===== config.mk =====
export PLATFORM = sky130hd
export DESIGN_NAME = fu_alu_dispatch_queue
export DESIGN_NICKNAME = d
export VERILOG_FILES = /design/src/rtl/fu_alu_dispatch_queue.sv
export SDC_FILE = /design/constraint.sdc
export NUM_CORES = 1
export LEC_CHECK = 0
export CAP_MARGIN = 20
export CORE_MARGIN = 2
export CORE_UTILIZATION = 50
export CTS_CLUSTER_SIZE = 28
export DETAILED_ROUTE_END_ITERATION = 8
export GPL_TIMING_DRIVEN = 0
export PLACE_DENSITY_LB_ADDON = 0.2
export SLEW_MARGIN = 20
export SYNTH_ARGS = -nofsm -noshare
export SYNTH_HDL_FRONTEND = slang
export SYNTH_SLANG_ARGS = --single-unit

===== constraint.sdc =====
create_clock -name clk -period 2.6 [get_ports clk]
set_input_delay 0.52 -clock clk [delete_from_list [all_inputs] [get_ports clk]]
set_output_delay 0.52 -clock clk [all_outputs]
set_load 0.02 [all_outputs]

===== src/rtl/fu_alu_dispatch_queue.sv =====
// Queues ALU requests, runs the external ALU CSR handshake back-to-back and buffers results.
// Latency: request -> ALU load >= 1 cycle; backpressure: req_ready low when full, COMPUTING stalls on full result FIFO.
module fu_alu_dispatch_queue #(
  parameter int DATA_W    = 32,
  parameter int OP_W      = 4,
  parameter int REQ_DEPTH = 4,
  parameter int RES_DEPTH = 4,
  parameter int TIMEOUT   = 64
) (
  input  logic                           clk,
  input  logic                           reset,
  input  logic                           req_valid,
  output logic                           req_ready,
  input  logic [OP_W-1:0]                req_aluop,
  input  logic [DATA_W-1:0]              req_op1,
  input  logic [DATA_W-1:0]              req_op2,
  output logic                           res_valid,
  output logic [DATA_W-1:0]              res_data,
  input  logic                           res_pop,
  output logic [OP_W-1:0]                alu_aluop,
  output logic [DATA_W-1:0]              alu_op1,
  output logic [DATA_W-1:0]              alu_op2,
  input  logic [DATA_W-1:0]              alu_op3,
  output logic [2:0]                     alu_csr_in,
  input  logic [2:0]                     alu_csr_out,
  output logic [$clog2(REQ_DEPTH+1)-1:0] req_count,
  output logic [$clog2(RES_DEPTH+1)-1:0] res_count,
  output logic                           busy,
  output logic                           timeout_err
);

  localparam int RQ_AW = $clog2(REQ_DEPTH);
  localparam int RS_AW = $clog2(RES_DEPTH);
  localparam int RQ_CW = $clog2(REQ_DEPTH+1);
  localparam int RS_CW = $clog2(RES_DEPTH+1);
  localparam int WD_W  = $clog2(TIMEOUT+1);

  typedef enum logic [2:0] {
    IDLE, WAIT_OP1, LOAD_OP1, WAIT_OP2, LOAD_OP2, COMPUTING, CAPTURE
  } state_e;

  logic [OP_W-1:0]   rq_op_q [REQ_DEPTH];
  logic [DATA_W-1:0] rq_a_q  [REQ_DEPTH];
  logic [DATA_W-1:0] rq_b_q  [REQ_DEPTH];
  logic [RQ_AW-1:0]  rq_wr_q, rq_rd_q;
  logic [RQ_CW-1:0]  rq_cnt_q;

  logic [DATA_W-1:0] rs_mem_q [RES_DEPTH];
  logic [RS_AW-1:0]  rs_wr_q, rs_rd_q;
  logic [RS_CW-1:0]  rs_cnt_q;

  state_e            state_q;
  logic [WD_W-1:0]   wdog_q;
  logic [2:0]        csr_q;
  logic [OP_W-1:0]   aluop_q;
  logic [DATA_W-1:0] op1_q, op2_q;
  logic              terr_q;

  logic rq_push, rq_pop, rs_push, rs_pop, rs_full;
  logic in_wait, progress, wd_freeze, wd_fire;

  assign req_ready = (rq_cnt_q != RQ_CW'(REQ_DEPTH));
  assign rq_push   = req_valid && req_ready;
  assign rs_full   = (rs_cnt_q == RS_CW'(RES_DEPTH));
  assign res_valid = (rs_cnt_q != '0);
  assign rs_pop    = res_pop && res_valid;
  assign rs_push   = (state_q == CAPTURE);

  assign in_wait   = (state_q == WAIT_OP1) || (state_q == WAIT_OP2) || (state_q == COMPUTING);
  assign progress  = ((state_q == WAIT_OP1) && alu_csr_out[0]) ||
                     ((state_q == WAIT_OP2) && alu_csr_out[1]) ||
                     ((state_q == COMPUTING) && alu_csr_out[2] && !rs_full);
  // Result ready but nowhere to put it: this is backpressure, not an ALU hang.
  assign wd_freeze = (state_q == COMPUTING) && alu_csr_out[2] && rs_full;
  assign wd_fire   = in_wait && !progress && !wd_freeze && (wdog_q == WD_W'(TIMEOUT-1));
  assign rq_pop    = rs_push || wd_fire;

  always_ff @(posedge clk) begin
    if (reset) begin
      rq_wr_q  <= '0;
      rq_rd_q  <= '0;
      rq_cnt_q <= '0;
    end else begin
      if (rq_push) rq_wr_q <= rq_wr_q + 1'b1;
      if (rq_pop)  rq_rd_q <= rq_rd_q + 1'b1;
      rq_cnt_q <= rq_cnt_q + RQ_CW'(rq_push) - RQ_CW'(rq_pop);
    end
  end

  always_ff @(posedge clk) begin
    if (rq_push) begin
      rq_op_q[rq_wr_q] <= req_aluop;
      rq_a_q[rq_wr_q]  <= req_op1;
      rq_b_q[rq_wr_q]  <= req_op2;
    end
  end

  always_ff @(posedge clk) begin
    if (reset) begin
      rs_wr_q  <= '0;
      rs_rd_q  <= '0;
      rs_cnt_q <= '0;
    end else begin
      if (rs_push) rs_wr_q <= rs_wr_q + 1'b1;
      if (rs_pop)  rs_rd_q <= rs_rd_q + 1'b1;
      rs_cnt_q <= rs_cnt_q + RS_CW'(rs_push) - RS_CW'(rs_pop);
    end
  end

  always_ff @(posedge clk) begin
    if (rs_push) rs_mem_q[rs_wr_q] <= alu_op3;
  end

  assign res_data = res_valid ? rs_mem_q[rs_rd_q] : '0;

  always_ff @(posedge clk) begin
    if (reset) begin
      state_q <= IDLE;
      wdog_q  <= '0;
      csr_q   <= '0;
      aluop_q <= '0;
      op1_q   <= '0;
      op2_q   <= '0;
      terr_q  <= 1'b0;
    end else if (wd_fire) begin
      state_q <= IDLE;
      wdog_q  <= '0;
      csr_q   <= '0;
      terr_q  <= 1'b1;
    end else begin
      // Any state change (progress) or leaving the wait states restarts the watchdog.
      if (in_wait && !progress) begin
        if (!wd_freeze) wdog_q <= wdog_q + 1'b1;
      end else begin
        wdog_q <= '0;
      end
      case (state_q)
        IDLE: if (rq_cnt_q != '0) begin
          aluop_q <= rq_op_q[rq_rd_q];
          op1_q   <= rq_a_q[rq_rd_q];
          op2_q   <= rq_b_q[rq_rd_q];
          state_q <= WAIT_OP1;
        end
        WAIT_OP1: if (alu_csr_out[0]) begin
          csr_q[1] <= 1'b1;
          state_q  <= LOAD_OP1;
        end
        LOAD_OP1: begin
          csr_q[1] <= 1'b0;
          state_q  <= WAIT_OP2;
        end
        WAIT_OP2: if (alu_csr_out[1]) begin
          csr_q[2] <= 1'b1;
          state_q  <= LOAD_OP2;
        end
        LOAD_OP2: begin
          csr_q[2] <= 1'b0;
          state_q  <= COMPUTING;
        end
        COMPUTING: if (alu_csr_out[2] && !rs_full) begin
          csr_q[0] <= 1'b1;
          state_q  <= CAPTURE;
        end
        CAPTURE: begin
          csr_q[0] <= 1'b0;
          state_q  <= IDLE;
        end
        default: state_q <= IDLE;
      endcase
    end
  end

  assign alu_aluop   = aluop_q;
  assign alu_op1     = op1_q;
  assign alu_op2     = op2_q;
  assign alu_csr_in  = csr_q;
  assign req_count   = rq_cnt_q;
  assign res_count   = rs_cnt_q;
  assign busy        = (state_q != IDLE);
  assign timeout_err = terr_q;

endmodule


==> flow_metrics.py, run 1 <==
metrics = {
    "place": {
        "place_congestion": 0.754,
        "io_buffers": 219,
        "place_ws_ps": -733,
        "dp_cells": 1735,
        "hpwlAfterDp_um": 24500,
    },
    "sta": {
        "skew_ps": 35.0,
        "tightest_slew_ps": 731,
        "hold_viol_final": 0,
        "maxSlewViolCount": 0,
        "setup_ws_ps": -27.0,
        "fmax_ghz": 0.381,
        "slew_headroom_pct": 51.3,
        "setup_viol": 2,
        "finalCriticalPeriod_ps": 2630,
        "finalCritPeriodShare_pct": 101,
        "rsz0062_at_grt": "true",
    },
    "power": {
        "leakage_nw": 7.75,
        "total_power_mw": 22.9,
        "p_per_area_nw_per_um2": 984,
        "vdd_drop_max_mv": 0.715,
    },
    "cells_and_area": {
        "layout_common_cells": "edfxtp_1 (400), clkdlybuf4s50_1 (184), nand2_1 (155)",
        "drive_above_1_share_pct": 21.7,
        "stdcell_count": 1838,
        "seq_area_um2": 14000,
        "multiInputGateArea_um2": 4380,
        "fin_nets": 1449,
        "final_core_util_pct": 63.7,
        "final_common_cell": "edfxtp_1",
        "fill_cells": 2664,
        "area_growth_pct": 25.7,
    },
    "worst_setup_path": {
        "path_buf_inv": 2,
        "cp.required_ps": 2080,
        "critPathLaunchType": "flop",
        "crit_chain": "buf_12, mux4_2, and2_1, clkdlybuf4s15_1",
        "path_max_fanout": 10,
        "slowest_stage": "mux4_2",
        "cp_top_family": "multiplexers",
        "setup.worst_path.end_class": "output pin",
        "critPathKind": "reg -> out",
        "max_stage_delay_ps": 520,
        "worst_ep_arrival_time_ps": 2110,
    },
    "synthesis": {
        "syn_nets": 1162,
        "synth_enable_flop_cells": 400,
        "synthCells": 1040,
        "syn_area_per_cell_um2": 17.8,
        "netlist-cell-type-count": 51,
        "synth-seq-area-share_pct": 75.3,
        "synthFlopType": "edfxtp_1",
        "synthesis.area_um2": 18600,
        "synthArstFlopShare_pct": 0,
        "yosys_register_bits": 498,
        "ys_warn_count": 0,
    },
    "clocking": {
        "clock-sinks": 498,
        "path_clk_slew_ps": 60,
        "cts-root-buf": "clkbuf_16",
        "clock_latency_ps": 590,
        "cts_buffers": 49,
        "htree_levels": 2,
        "cts_tree": "yes",
        "clockBufferDepth": 3,
        "hold_buffers": 0,
    },
    "drt": {
        "postRouteAntennaNets": 0,
        "firstDrtPassIters": 5,
        "finalWirelength_um": 38700,
        "post_drt_wl_per_cell_um": 21.1,
        "drc": 0,
        "vias": 9929,
        "viasPerCell": 5.40,
        "drt_iter0_markers": 569,
    },
    "global_routing": {
        "antenna_found_initial": 6,
        "grt_pass1_wl_um": 58700,
        "overflow": 0,
        "grt_max_degree": 43,
        "grtUsageTotal_pct": 20.3,
        "grt_pass1_vias": 10300,
    },
    "floorplan": {
        "core_um2": 36600,
        "initial_core_util_pct": 50.7,
        "rows": 70,
        "dieWidth_um": 197,
        "io_pins": 220,
        "die_area_um2": 38700,
        "die_h_um": 197,
    },
    "min_path": {
        "min_path_type": "reg -> reg",
    },
    "outcome": {
        "outcome": "complete, but fails checks",
        "violations": "negative setup slack",
    },
    "flow_run": {
        "cap_violations": 0,
    },
}
[final cells by class]
class	count	area share, %
antenna	3	0.0322
buffer	52	1.38
clock buffer	70	5.85
clock inverter	21	1.13
inverter	11	0.193
multi-input combinational	475	18.8
sequential	498	60.0
tap	468	2.51
timing repair buffer	240	10.1
[power breakdown]
| part | switching [mW] | leakage, nW | total, mW | internal, mW |
|---|---|---|---|---|
| clock | 2.90 | 0.803 | 7.15 | 4.25 |
| sequential | 0.413 | 4.45 | 9.95 | 9.53 |
| combinational | 3.26 | 2.50 | 5.84 | 2.59 |
| total | 6.57 | 7.75 | 22.9 | 16.4 |
[synth_stat cells (all sizes together), types with 2 or more instances]
library cell,count,area (um2)
nor2,21,81.3
a21oi,78,390
or3b,2,17.5
nor3b,3,22.5
nor2b,3,18.8
o21ai,6,41.3
nor3,2,10.0
or3,2,17.5
nand3,9,45.0
xor2,5,43.8
nand2,155,582
clkbuf,29,111
nand2b,2,12.5
and2,38,238
xnor2,6,52.6
edfxtp,400,12000
mux4,100,2250
buf,27,171
inv,11,41.3
ha,13,163
mux2,2,22.5
fa,2,40.0
and3,6,37.5
dfxtp,98,1960
a211oi,2,15.0
[layer usage]
metal | global-route usage [%] | vias to the layer above | part of all wire, %
met2 | 33.5 | 266 | 49
met1 | 25.9 | 5018 | 41
met4 | 7.02 | 6 | 2.4
met5 | 0 | - | 0.12
met3 | 6.02 | 63 | 7.3
li1 | - | 4576 | -
[registers in the layout (all words and copies together), names as in the netlist, named ones only]
register     cells
alu_aluop        4
alu_csr_in       3
alu_op1         32
alu_op2         32
req_count        3
res_count        3
rq_a_q         128
rq_b_q         128
rq_op_q         16
rq_rd_q          2
rq_wr_q          2
rs_mem_q       128
rs_rd_q          2
rs_wr_q          2
state_q          3
timeout_err      1
wdog_q           7
[cell families (layout without fill, tap and decap cells)]
kind of cell	count (synthesis)	count (layout)	synth area share, %
buf+inv	67	394	1.75
compound gates	97	97	2.90
mux	102	102	12.3
fa+ha+maj	15	15	1.09
flops	498	498	75.3
simple gates	250	250	6.16
other cells	0	3	0
xor+xnor	11	11	0.519
[metrics by stage]
stage	TNS, ps	hold WS [ps]	cell area [um2]
2_1_floorplan	-54.3	462	18600
3_3_place_gp	-144650	443	21300
3_5_place_dp	-6010	447	21600
4_1_cts	-3510	455	23200
5_1_grt	-276	477	23300
6_report	-51.3	454	23300
[path summary, 6_finish.rpt]
kind	startpoint	to	slack (ps)	cells past startpoint
max	flop	res_data[5]	-30	4
min	alu_op2[2]	alu_op2[2]	450	2
max reg2reg	wdog_q[1]	req_count[2]	-20	12
min reg2reg	alu_op2[2]	alu_op2[2]	450	2
[tightest hold or removal path, cell delays in order (launching register included)]
cell     delay, ps
dfxtp_1        310
nand2_1         50
a21oi_1         50
[timing repair]
item,in CTS,in global routing
pin swaps,6,7
buffers inserted,4,9
resized for setup,68,98
endpoints found under the setup margin,38,33
(Power assumes the default switching activity.)
==> inputs of run 2 (changes only) <==
--- a/config.mk
+++ b/config.mk
@@ -12,6 +12,7 @@
 export DETAILED_ROUTE_END_ITERATION = 8
 export GPL_TIMING_DRIVEN = 0
 export PLACE_DENSITY_LB_ADDON = 0.2
+export REMOVE_ABC_BUFFERS = 1
 export SLEW_MARGIN = 20
 export SYNTH_ARGS = -nofsm -noshare
 export SYNTH_HDL_FRONTEND = slang
==> run 2 against run 1 <==
The flow now finishes without violations. Non-clock buffer count is 34 lower. Combinational power is 5.1% higher. Die area stayed put. Maximum frequency is 3.0% higher. Sequential share of layout area is 0.21 points lower. Core utilization is 0.29 points higher. Routed wire length is 0.37% higher. First-iteration DRC count is 8.1% lower. Critical path type unchanged. Global-route usage is 0.15 points higher.
==> flow_metrics.py, run 2 (same netlist as run 1, synthesis figures left out) <==
metrics = {
    "sta": {
        "hold_viol_final": 0,
        "maxSlewViolCount": 0,
        "tightest_slew_ps": 570,
        "fmax_ghz": 0.392,
        "rsz0062_at_grt": "true",
        "finalCriticalPeriod_ps": 2550,
        "finalCritPeriodShare_pct": 98.1,
        "setup_viol": 0,
        "skew_ps": 20.9,
        "setup_ws_ps": 49.1,
        "slew_headroom_pct": 61.6,
    },
    "cells_and_area": {
        "reg.largest.list": "rq_a_q (128), rq_b_q (128), rs_mem_q (128)",
        "final_common_cell": "edfxtp_1",
        "fin_nets": 1418,
        "final_cell_area_um2": 23400,
        "drive_above_1_share_pct": 22.2,
        "area_growth_pct": 26.3,
        "layout_common_cells": "edfxtp_1 (400), clkdlybuf4s50_1 (182), nand2_1 (155)",
        "fill_cells": 2595,
    },
    "drt": {
        "finalWirelength_um": 38900,
        "post_drt_wl_per_cell_um": 21.5,
        "wirelength_met1_um": 15500,
        "viasPerCell": 5.44,
        "vias": 9835,
        "drc": 0,
        "routed.top_layer": "met5",
        "met2_length_um": 19800,
        "drt_iter0_markers": 523,
        "postRouteAntennaNets": 0,
        "met3_wirelength_um": 2760,
        "firstDrtPassIters": 5,
    },
    "floorplan": {
        "die_area_um2": 38700,
        "die_h_um": 197,
        "io_pins": 220,
        "rows": 70,
        "core_um2": 36600,
        "initial_core_util_pct": 50.7,
        "dieWidth_um": 197,
    },
    "worst_setup_path": {
        "worst_ep_arrival_time_ps": 2030,
        "path_max_fanout": 8,
        "cp.required_ps": 2080,
        "max_stage_delay_ps": 480,
        "slowest_stage": "mux4_2",
        "critPathLaunchType": "flop",
        "r2r-end": "req_count[2]",
        "ff2ff_path_depth": 11,
        "setup.worst_path.end_class": "output pin",
        "timing.rr.start": "state_q[0]",
        "rrSetupSlack_ps": 60,
        "crit_path_frequent_cell": "buf_6",
        "crit_chain": "buf_12, buf_6, mux4_2, and2_4, buf_6",
        "critPathKind": "reg -> out",
    },
    "global_routing": {
        "antenna_found_initial": 5,
        "grt_pass1_wl_um": 59300,
        "overflow": 0,
        "grtUsageTotal_pct": 20.4,
        "grt_max_degree": 52,
        "grt_pass1_vias": 10300,
    },
    "clocking": {
        "hold_buffers": 0,
        "cts-root-buf": "clkbuf_16",
        "clockBufferDepth": 3,
        "cts_tree": "yes",
        "clock_latency_ps": 590,
        "cts_buffers": 50,
        "clock-sinks": 498,
        "path_clk_slew_ps": 60,
        "htree_levels": 2,
    },
    "min_path": {
        "min_path_type": "in -> reg",
        "hold_start": "reset",
        "hold_end": "res_count[1]",
        "min_path_cells": 2,
    },
    "place": {
        "placed_area_um2": 21500,
        "place_ws_ps": -878,
        "hpwlAfterDp_um": 23400,
        "place_congestion": 0.722,
        "io_buffers": 219,
    },
    "power": {
        "vdd_drop_max_mv": 0.661,
        "leakage_nw": 7.77,
        "p_per_area_nw_per_um2": 993,
    },
    "outcome": {
        "outcome": "finished clean",
    },
    "flow_run": {
        "cap_violations": 0,
    },
}
-- run 2: changes by cell type in the layout (fill, tap and decap cells not counted), moves of 4 or more --
cell,change
and2_1,-5
and2_4,+5
buf_16,+9
buf_2,+5
buf_6,+4
clkbuf_1,-21
clkbuf_2,-29
dfxtp_1,-6
-- run 2: final cells by class --
type / count / area, um2 / area share (%)
Inverter: 11 / 41.3 / 0.176
Multi-Input combinational cell: 477 / 4380 / 18.7
Clock buffer: 72 / 1430 / 6.08
Timing Repair Buffer: 258 / 2770 / 11.8
Tap cell: 468 / 586 / 2.50
Sequential cell: 498 / 14000 / 59.8
Clock inverter: 22 / 218 / 0.929
Antenna cell: 1 / 2.50 / 0.0107
-- run 2: report_power, final --
group	switching (mW)	internal, mW	total (mW)
registers	0.499	9.55	10.0
logic	3.29	2.85	6.14
clock network	2.94	4.13	7.07
-- run 2: what timing repair did --
item	4_1_cts	5_1_grt
cloned	4	0
endpoints found under the setup margin	38	24
buffers inserted	19	3
resized for setup	166	26
pin swaps	5	8
-- run 2: metrics by stage --
step | instances | TNS [ps] | power (mW) | util (%) | hold WS [ps]
floorplan | 984 | -199760 | 13.2 | - | 460
global placement | 1671 | -848310 | 15.8 | 57.5 | 441
detailed placement | 1688 | -3300 | 16.1 | 58.8 | 447
CTS | 1805 | -174 | 23.5 | 63.9 | 349
global route | 1806 | -74.3 | 24.3 | 64.0 | 389
finish | 1807 | 0 | 23.3 | 64.0 | 374
-- run 2: critical path: cells and delay by family, from the launching register on --
kind | cells | cell delay [ps]
simple gates | 1 | 170
mux | 1 | 480
buf+inv | 3 | 380
flops | 1 | 420
-- run 2: worst max path at each step --
stage | from | endpoint | slack (ps) | depth (start not counted)
2_1_floorplan | rq_rd_q[0] | alu_aluop[0] | -1250 | 3
3_3_place_gp | rq_rd_q[0] | alu_op1[9] | -2900 | 3
3_5_place_dp | alu_csr_out[2] | req_count[2] | -880 | 12
4_1_cts | flop | res_data[25] | -30 | 5
5_1_grt | state_q[0] | req_count[2] | -50 | 11
6_report | flop | res_data[4] | 50 | 5
-- run 2: metal layers --
layer / up-vias / track usage, %
met4: 6 / 6.32
met5: - / 0
li1: 4513 / -
met2: 274 / 35.7
met1: 4984 / 25.0
met3: 58 / 5.49
